===== src/rtl/cr_lz77_comp_pkg.sv =====
// Shared LZ77 compressor types: PMU event pulse bundle and the counter index map
// used by everything that consumes it.
package cr_lz77_comp_pkg;

  localparam int PMU_N_EV  = 25;
  localparam int PMU_CNT_W = 32;

  // Counter index for each PMU event; this order is the read-port address map.
  typedef enum logic [4:0] {
    PMU_ONE_LIT     = 5'd0,
    PMU_TWO_LIT     = 5'd1,
    PMU_THREE_LIT   = 5'd2,
    PMU_FOUR_LIT    = 5'd3,
    PMU_PTR         = 5'd4,
    PMU_MTF         = 5'd5,
    PMU_RUN_3       = 5'd6,
    PMU_RUN_4       = 5'd7,
    PMU_RUN_5       = 5'd8,
    PMU_RUN_6       = 5'd9,
    PMU_RUN_7       = 5'd10,
    PMU_RUN_8       = 5'd11,
    PMU_RUN_9       = 5'd12,
    PMU_RUN_10      = 5'd13,
    PMU_RUN_11_31   = 5'd14,
    PMU_RUN_32_63   = 5'd15,
    PMU_RUN_64_127  = 5'd16,
    PMU_RUN_128_255 = 5'd17,
    PMU_RUN_256_NUP = 5'd18,
    PMU_MTF_0       = 5'd19,
    PMU_MTF_1       = 5'd20,
    PMU_MTF_2       = 5'd21,
    PMU_MTF_3       = 5'd22,
    PMU_BYPASS      = 5'd23,
    PMU_EOF         = 5'd24
  } lz77_pmu_ev_idx_e;

  // Field order is the packer's wire layout and deliberately unrelated to the index map.
  typedef struct packed {
    logic eof_ev;
    logic bypass_ev;
    logic ptr_ev;
    logic mtf_ev;
    logic one_lit_ev;
    logic two_lit_ev;
    logic three_lit_ev;
    logic four_lit_ev;
    logic run_3_ev;
    logic run_4_ev;
    logic run_5_ev;
    logic run_6_ev;
    logic run_7_ev;
    logic run_8_ev;
    logic run_9_ev;
    logic run_10_ev;
    logic run_11_31_ev;
    logic run_32_63_ev;
    logic run_64_127_ev;
    logic run_128_255_ev;
    logic run_256_nup_ev;
    logic mtf_0_ev;
    logic mtf_1_ev;
    logic mtf_2_ev;
    logic mtf_3_ev;
  } lob_events_t;

endpackage


===== src/rtl/cr_lz77_comp_pmu_sat_cnt.sv =====
// One saturating live event counter; exposes its next value so the snapshot
// captures events that coincide with the trigger.
module cr_lz77_comp_pmu_sat_cnt #(
  parameter int CNT_W = 32
) (
  input  logic             clk,
  input  logic             rst_n,
  input  logic             inc,
  input  logic             ld_zero,
  input  logic             clr,
  output logic [CNT_W-1:0] nxt
);

  logic [CNT_W-1:0] cnt;

  assign nxt = (inc && (cnt != '1)) ? cnt + CNT_W'(1) : cnt;

  // NOTE: sequential state uses non-blocking assignments only, so every flop
  // samples pre-edge values regardless of block evaluation order.
  always_ff @(posedge clk or negedge rst_n) begin
    if (!rst_n) begin
      cnt <= '0;
    end else if (clr || ld_zero) begin
      cnt <= '0;
    end else begin
      cnt <= nxt;
    end
  end

endmodule


===== src/rtl/cr_lz77_comp_pmu_cnt.sv =====
// PMU event accumulator: live counters per event, frame-boundary snapshot into a
// shadow bank, and a pipelined one-cycle-latency read port over the shadow bank.
module cr_lz77_comp_pmu_cnt
  import cr_lz77_comp_pkg::*;
#(
  parameter int CNT_W = PMU_CNT_W,
  parameter int N_EV  = PMU_N_EV,
  parameter int SEQ_W = 8
) (
  input  logic             clk,
  input  logic             rst_n,
  input  lob_events_t      lob_events,
  input  logic             cnt_clr,
  input  logic             snap_req,
  input  logic             rd_req,
  input  logic [4:0]       rd_addr,
  output logic             rd_ack,
  output logic [CNT_W-1:0] rd_data,
  output logic             rd_err,
  output logic             snap_vld,
  output logic [SEQ_W-1:0] snap_seq
);

  logic [N_EV-1:0]  ev;
  logic             snap;
  logic [CNT_W-1:0] live_nxt [N_EV];
  logic [CNT_W-1:0] shadow   [N_EV];

  // Counter slots are chosen by enum name so a struct reorder cannot remap them.
  // NOTE: the default assignment first keeps this block purely combinational;
  // any path leaving a bit unassigned would infer a latch.
  always_comb begin
    ev                  = '0;
    ev[PMU_ONE_LIT]     = lob_events.one_lit_ev;
    ev[PMU_TWO_LIT]     = lob_events.two_lit_ev;
    ev[PMU_THREE_LIT]   = lob_events.three_lit_ev;
    ev[PMU_FOUR_LIT]    = lob_events.four_lit_ev;
    ev[PMU_PTR]         = lob_events.ptr_ev;
    ev[PMU_MTF]         = lob_events.mtf_ev;
    ev[PMU_RUN_3]       = lob_events.run_3_ev;
    ev[PMU_RUN_4]       = lob_events.run_4_ev;
    ev[PMU_RUN_5]       = lob_events.run_5_ev;
    ev[PMU_RUN_6]       = lob_events.run_6_ev;
    ev[PMU_RUN_7]       = lob_events.run_7_ev;
    ev[PMU_RUN_8]       = lob_events.run_8_ev;
    ev[PMU_RUN_9]       = lob_events.run_9_ev;
    ev[PMU_RUN_10]      = lob_events.run_10_ev;
    ev[PMU_RUN_11_31]   = lob_events.run_11_31_ev;
    ev[PMU_RUN_32_63]   = lob_events.run_32_63_ev;
    ev[PMU_RUN_64_127]  = lob_events.run_64_127_ev;
    ev[PMU_RUN_128_255] = lob_events.run_128_255_ev;
    ev[PMU_RUN_256_NUP] = lob_events.run_256_nup_ev;
    ev[PMU_MTF_0]       = lob_events.mtf_0_ev;
    ev[PMU_MTF_1]       = lob_events.mtf_1_ev;
    ev[PMU_MTF_2]       = lob_events.mtf_2_ev;
    ev[PMU_MTF_3]       = lob_events.mtf_3_ev;
    ev[PMU_BYPASS]      = lob_events.bypass_ev;
    ev[PMU_EOF]         = lob_events.eof_ev;
  end

  assign snap = lob_events.eof_ev | snap_req;

  for (genvar i = 0; i < N_EV; i++) begin : g_cnt
    cr_lz77_comp_pmu_sat_cnt #(.CNT_W(CNT_W)) u_cnt (
      .clk     (clk),
      .rst_n   (rst_n),
      .inc     (ev[i]),
      .ld_zero (snap),
      .clr     (cnt_clr),
      .nxt     (live_nxt[i])
    );
  end

  // NOTE: the shadow bank is a flop array, not a RAM; it is reset because a
  // read straight after reset must return 0.
  always_ff @(posedge clk or negedge rst_n) begin
    if (!rst_n) begin
      shadow <= '{default: '0};
    end else if (cnt_clr) begin
      shadow <= '{default: '0};
    end else if (snap) begin
      shadow <= live_nxt;
    end
  end

  always_ff @(posedge clk or negedge rst_n) begin
    if (!rst_n) begin
      snap_vld <= 1'b0;
      snap_seq <= '0;
    end else if (cnt_clr) begin
      snap_vld <= 1'b0;
      snap_seq <= '0;
    end else begin
      snap_vld <= snap;
      if (snap) snap_seq <= snap_seq + SEQ_W'(1);
    end
  end

  // Reads sample the pre-edge shadow, so a read coincident with a snapshot
  // returns the closing-window-minus-one value; rd_data holds between acks.
  always_ff @(posedge clk or negedge rst_n) begin
    if (!rst_n) begin
      rd_ack  <= 1'b0;
      rd_err  <= 1'b0;
      rd_data <= '0;
    end else begin
      rd_ack <= rd_req;
      rd_err <= 1'b0;
      if (rd_req) begin
        if (int'(rd_addr) < N_EV) begin
          rd_data <= shadow[rd_addr];
        end else begin
          rd_data <= '0;
          rd_err  <= 1'b1;
        end
      end
    end
  end

endmodule


===== config.mk =====
export PLATFORM = sky130hd
export DESIGN_NAME = cr_lz77_comp_pmu_cnt
export DESIGN_NICKNAME = d
export VERILOG_FILES = /design/src/rtl/cr_lz77_comp_pkg.sv /design/src/rtl/cr_lz77_comp_pmu_sat_cnt.sv /design/src/rtl/cr_lz77_comp_pmu_cnt.sv
export SDC_FILE = /design/constraint.sdc
export NUM_CORES = 2
export LEC_CHECK = 0
export BUFFER_PORTS_ARGS = -buffer_cell sky130_fd_sc_hd__buf_4
export CORE_UTILIZATION = 64
export CTS_CLUSTER_SIZE = 30
export DETAILED_ROUTE_END_ITERATION = 8
export PLACE_DENSITY = 0.9
export SYNTH_ARGS = -nofsm -noshare
export SYNTH_HDL_FRONTEND = slang
export SYNTH_SLANG_ARGS = --single-unit

===== constraint.sdc =====
create_clock -name clk -period 2.6 [get_ports clk]
set_input_delay 0.26 -clock clk [delete_from_list [all_inputs] [get_ports clk]]
set_output_delay 0.26 -clock clk [all_outputs]
set_load 0.02 [all_outputs]

==> run metrics <==
Worst-Margin Slew=1.00 ns; syn nets=7,914; yosys warns=0; Pwr Total=55.5 mW; Clock Latency Late Sink=0.82 ns; Tmin final=2.64 ns; Area Overhead vs Synth=12.6%; initial drt markers=11,234; CTS HTree Levels=4; final std cells w/o fill=9,725; Req. time, crit path=3.27 ns; worst min path class=primary input to flop; Synth Register Bits=1,643; # fillers=7,324; Crit Path Max Fanout=6; Final Max Slew Viols=0; Slew headroom=0.333; Clock Skews=0.0396 ns; Die H=356 um; die area=127,000 um^2; RSZ-0062 raised after global routing=yes; failing checks=DRC, setup timing; Startpoint Class=flop; Core ar.=124,000 um^2; Bufs and invs on worst path=2; Pwr Density=615 nW/um^2; buffers added on ports=77; initial antenna violation count=28; pin count of the biggest net entering global routing=188; TritonCTS clock tree=built; Unique masters post-synth=81; drt wl/cell=26.5 um; worst-path cell chain=ha_1 -> nand2_1 -> or3_4 -> o41ai_4 -> buf_4 -> buf_4 -> xor2_1 -> o21ai_0; hpwl dp=169,000 um; ANT nets after route=0; DR vias=68,944; fin crit share=1.02; Ports=78; pre-CTS setup slack=0.0234 ns; synthesized area=80,100 um^2; Leak=37.7 nW; syn avg cell area=10.2 um^2; Synth Flop Type=dfrtp_1; max cap viols=0; via density per instance=7.09; die width=356 um; CTS clk-pin slew, worst paths=0.06 ns; setup TNS=-0.113 ns; placed insts=9,364; Root Buffer=clkbuf_16; CTS buffer count=166; GP Congestion=1.03; FMAX=378 MHz; Peak VDD IR=0.757 mV; delay-heaviest family, CP=simple AND/OR/NAND/NOR gates; CTS max path bufs=3; gr usage total=0.405; cells after synthesis=7,853; crit-path max cell delay=0.52 ns; Worst Setup End Kind=flop; Post-synth EDFFs=0; grt total ovfl=0; drt total wl=257,000 um; Initial Util=0.647; drt pass-1 iters=9; CP most frequent cell=buf_4; Setup CP Type=flop to flop; setup slack after layout=-0.0431 ns; outcome=finished, violations left; Clock Sinks=1,643; WP data arrival=3.32 ns; vias in the first global route=67,428; first-pass GRT wire length=394,000 um; Final Net Count=8,009; asr flop ratio synth=1.00; Final Hold Viols=0; Setup-failing EPs final=5; Std-Cell Rows=129; register area share after synthesis=0.513; share of cells above drive strength 1=0.121; Worst path slowest cell=or3_4; DRC Markers=26
metal layers:
metal	vias to the layer above	wire, um	global-route usage
met4	38	21900	0.261
met3	1524	38200	0.156
li1	28223	-	-
met5	-	311	0
met1	33551	86700	0.511
met2	5608	110000	0.586
flip-flops by register name, indices dropped and copies added, names as in the netlist:
| signal | flops |
|---|---|
| g_cnt.u_cnt.cnt | 800 |
| shadow | 800 |
| rd_data | 32 |
| snap_seq | 8 |
| rd_ack | 1 |
| rd_err | 1 |
| snap_vld | 1 |
cell usage in the layout, fill, tap and decap left out, types with 8 or more instances in the layout:
cell | netlist | routed
nor2_1 | 1695 | 1692
dfrtp_1 | 1643 | 1641
a211oi_1 | 686 | 685
nand2_1 | 451 | 449
xor2_1 | 377 | 368
xnor2_1 | 355 | 355
nand3_1 | 331 | 330
buf_4 | 0 | 298
nand4_1 | 282 | 282
mux4_2 | 224 | 224
clkbuf_16 | 0 | 166
nor3_1 | 168 | 165
o21ai_0 | 152 | 152
and3_1 | 138 | 138
inv_1 | 115 | 115
and4_1 | 104 | 103
o211ai_1 | 81 | 81
mux2i_1 | 75 | 73
nor4_1 | 72 | 65
and2_1 | 62 | 62
buf_12 | 0 | 62
clkbuf_8 | 0 | 43
or3_1 | 39 | 35
a21oi_1 | 35 | 35
clkinv_2 | 0 | 30
dlygate4sd3_1 | 0 | 27
clkbuf_1 | 409 | 24
nor2b_1 | 23 | 23
ha_1 | 26 | 23
or4_1 | 25 | 21
a31oi_1 | 22 | 19
or2_2 | 18 | 17
o31ai_1 | 15 | 15
nor4b_1 | 14 | 13
bufinv_16 | 0 | 13
nor4_2 | 6 | 12
a311oi_1 | 12 | 12
nor3b_1 | 10 | 9
xor2_2 | 0 | 9
or4_4 | 4 | 8
worst paths after layout:
kind	startpoint	endpoint	slack (ns)	cells past startpoint
setup reg to reg	g_cnt[17].u_cnt.cnt[0]	shadow[224]	-0.04	8
max in group asynchronous	rst_n	g_cnt[16].u_cnt.cnt[27]	1.38	3
hold / removal	lob_events[9]	g_cnt[13].u_cnt.cnt[8]	0.05	6
min in group asynchronous	rst_n	shadow[649]	0.06	2
setup / recovery	g_cnt[17].u_cnt.cnt[0]	shadow[224]	-0.04	8
hold reg to reg	shadow[189]	shadow[189]	0.48	2
worst reg2reg max path: cells and delay by family, from the launching register on:
| family | cells | cell delay [ns] |
|---|---|---|
| buffers and inverters | 2 | 0.35 |
| adders and majority gates | 1 | 0.18 |
| and+or+nand+nor | 2 | 0.69 |
| AOI/OAI and AO/OA | 2 | 0.54 |
| DFF | 1 | 0.39 |
| xor gates and xnor gates | 1 | 0.35 |
report_power, final:
| group | internal (mW) | switching [mW] |
|---|---|---|
| clock network | 14.3 | 10.7 |
| logic | 1.20 | 2.57 |
| registers | 26.0 | 0.623 |
| total | 41.6 | 13.9 |
cells by family (layout without fill, tap and decap cells):
kind of cell,after synthesis,count (layout),synth area share
fa+ha+maj,26,26,0.00406
xor+xnor,732,732,0.0800
flops,1643,1643,0.513
other cells,0,6,0
mux,299,299,0.0723
compound gates,1080,1081,0.0981
buf+inv,580,808,0.0277
simple gates,3493,3493,0.205
synth_stat cells (all sizes together) (6+ instances only):
library cell	count	area, um^2
ha	26	325
o211ai	81	608
nor4b	15	138
nand3	332	1670
a31o	7	61.3
inv	115	432
o31ai	22	244
and3	139	875
or3	40	255
o21ai	153	766
mux2i	75	751
nor2	1695	6360
a311oi	14	135
or4	29	233
nand2	451	1690
a211oi	686	5150
a31oi	22	138
xnor2	355	3110
nor3	170	861
nor3b	11	87.6
a21oi	35	175
a211o	6	52.6
clkbuf	409	1540
and4	104	911
nand4	283	1780
buf	56	251
xor2	377	3300
a41oi	7	61.3
o2111ai	7	61.3
and2	62	388
or2	19	119
nor4	79	547
nand4b	7	61.3
nand2b	8	50.1
nor2b	23	144
mux4	224	5040
dfrtp	1643	41100
timing repair:
action                                  CTS  global route
resized for setup                         2            53
hold buffers                             27             0
buffers inserted                          1            24
gates cloned                              0             1
pin swaps                                 2            16
endpoints found under the hold margin  1126             0
setup endpoints to repair                12           150
area by class of cell:
type / count / area [um^2] / area share
Timing Repair Buffer: 391 / 3820 / 0.0423
Sequential cell: 1643 / 41100 / 0.456
Clock inverter: 70 / 873 / 0.00968
Tap cell: 1637 / 2050 / 0.0227
Inverter: 115 / 432 / 0.00478
Antenna cell: 6 / 15.0 / 0.000166
Multi-Input combinational cell: 5631 / 37100 / 0.411
Clock buffer: 232 / 4820 / 0.0534
through the flow:
step / hold slack (ns) / util / area [um^2]
finish: 0.0457 / 0.728 / 90300
global placement: 0.265 / 0.676 / 83800
global route: 0.0904 / 0.728 / 90200
floorplan: -0.0356 / - / 80100
detailed placement: 0.268 / 0.676 / 83800
CTS: 0.00764 / 0.724 / 89800
(Power assumes the default switching activity.)
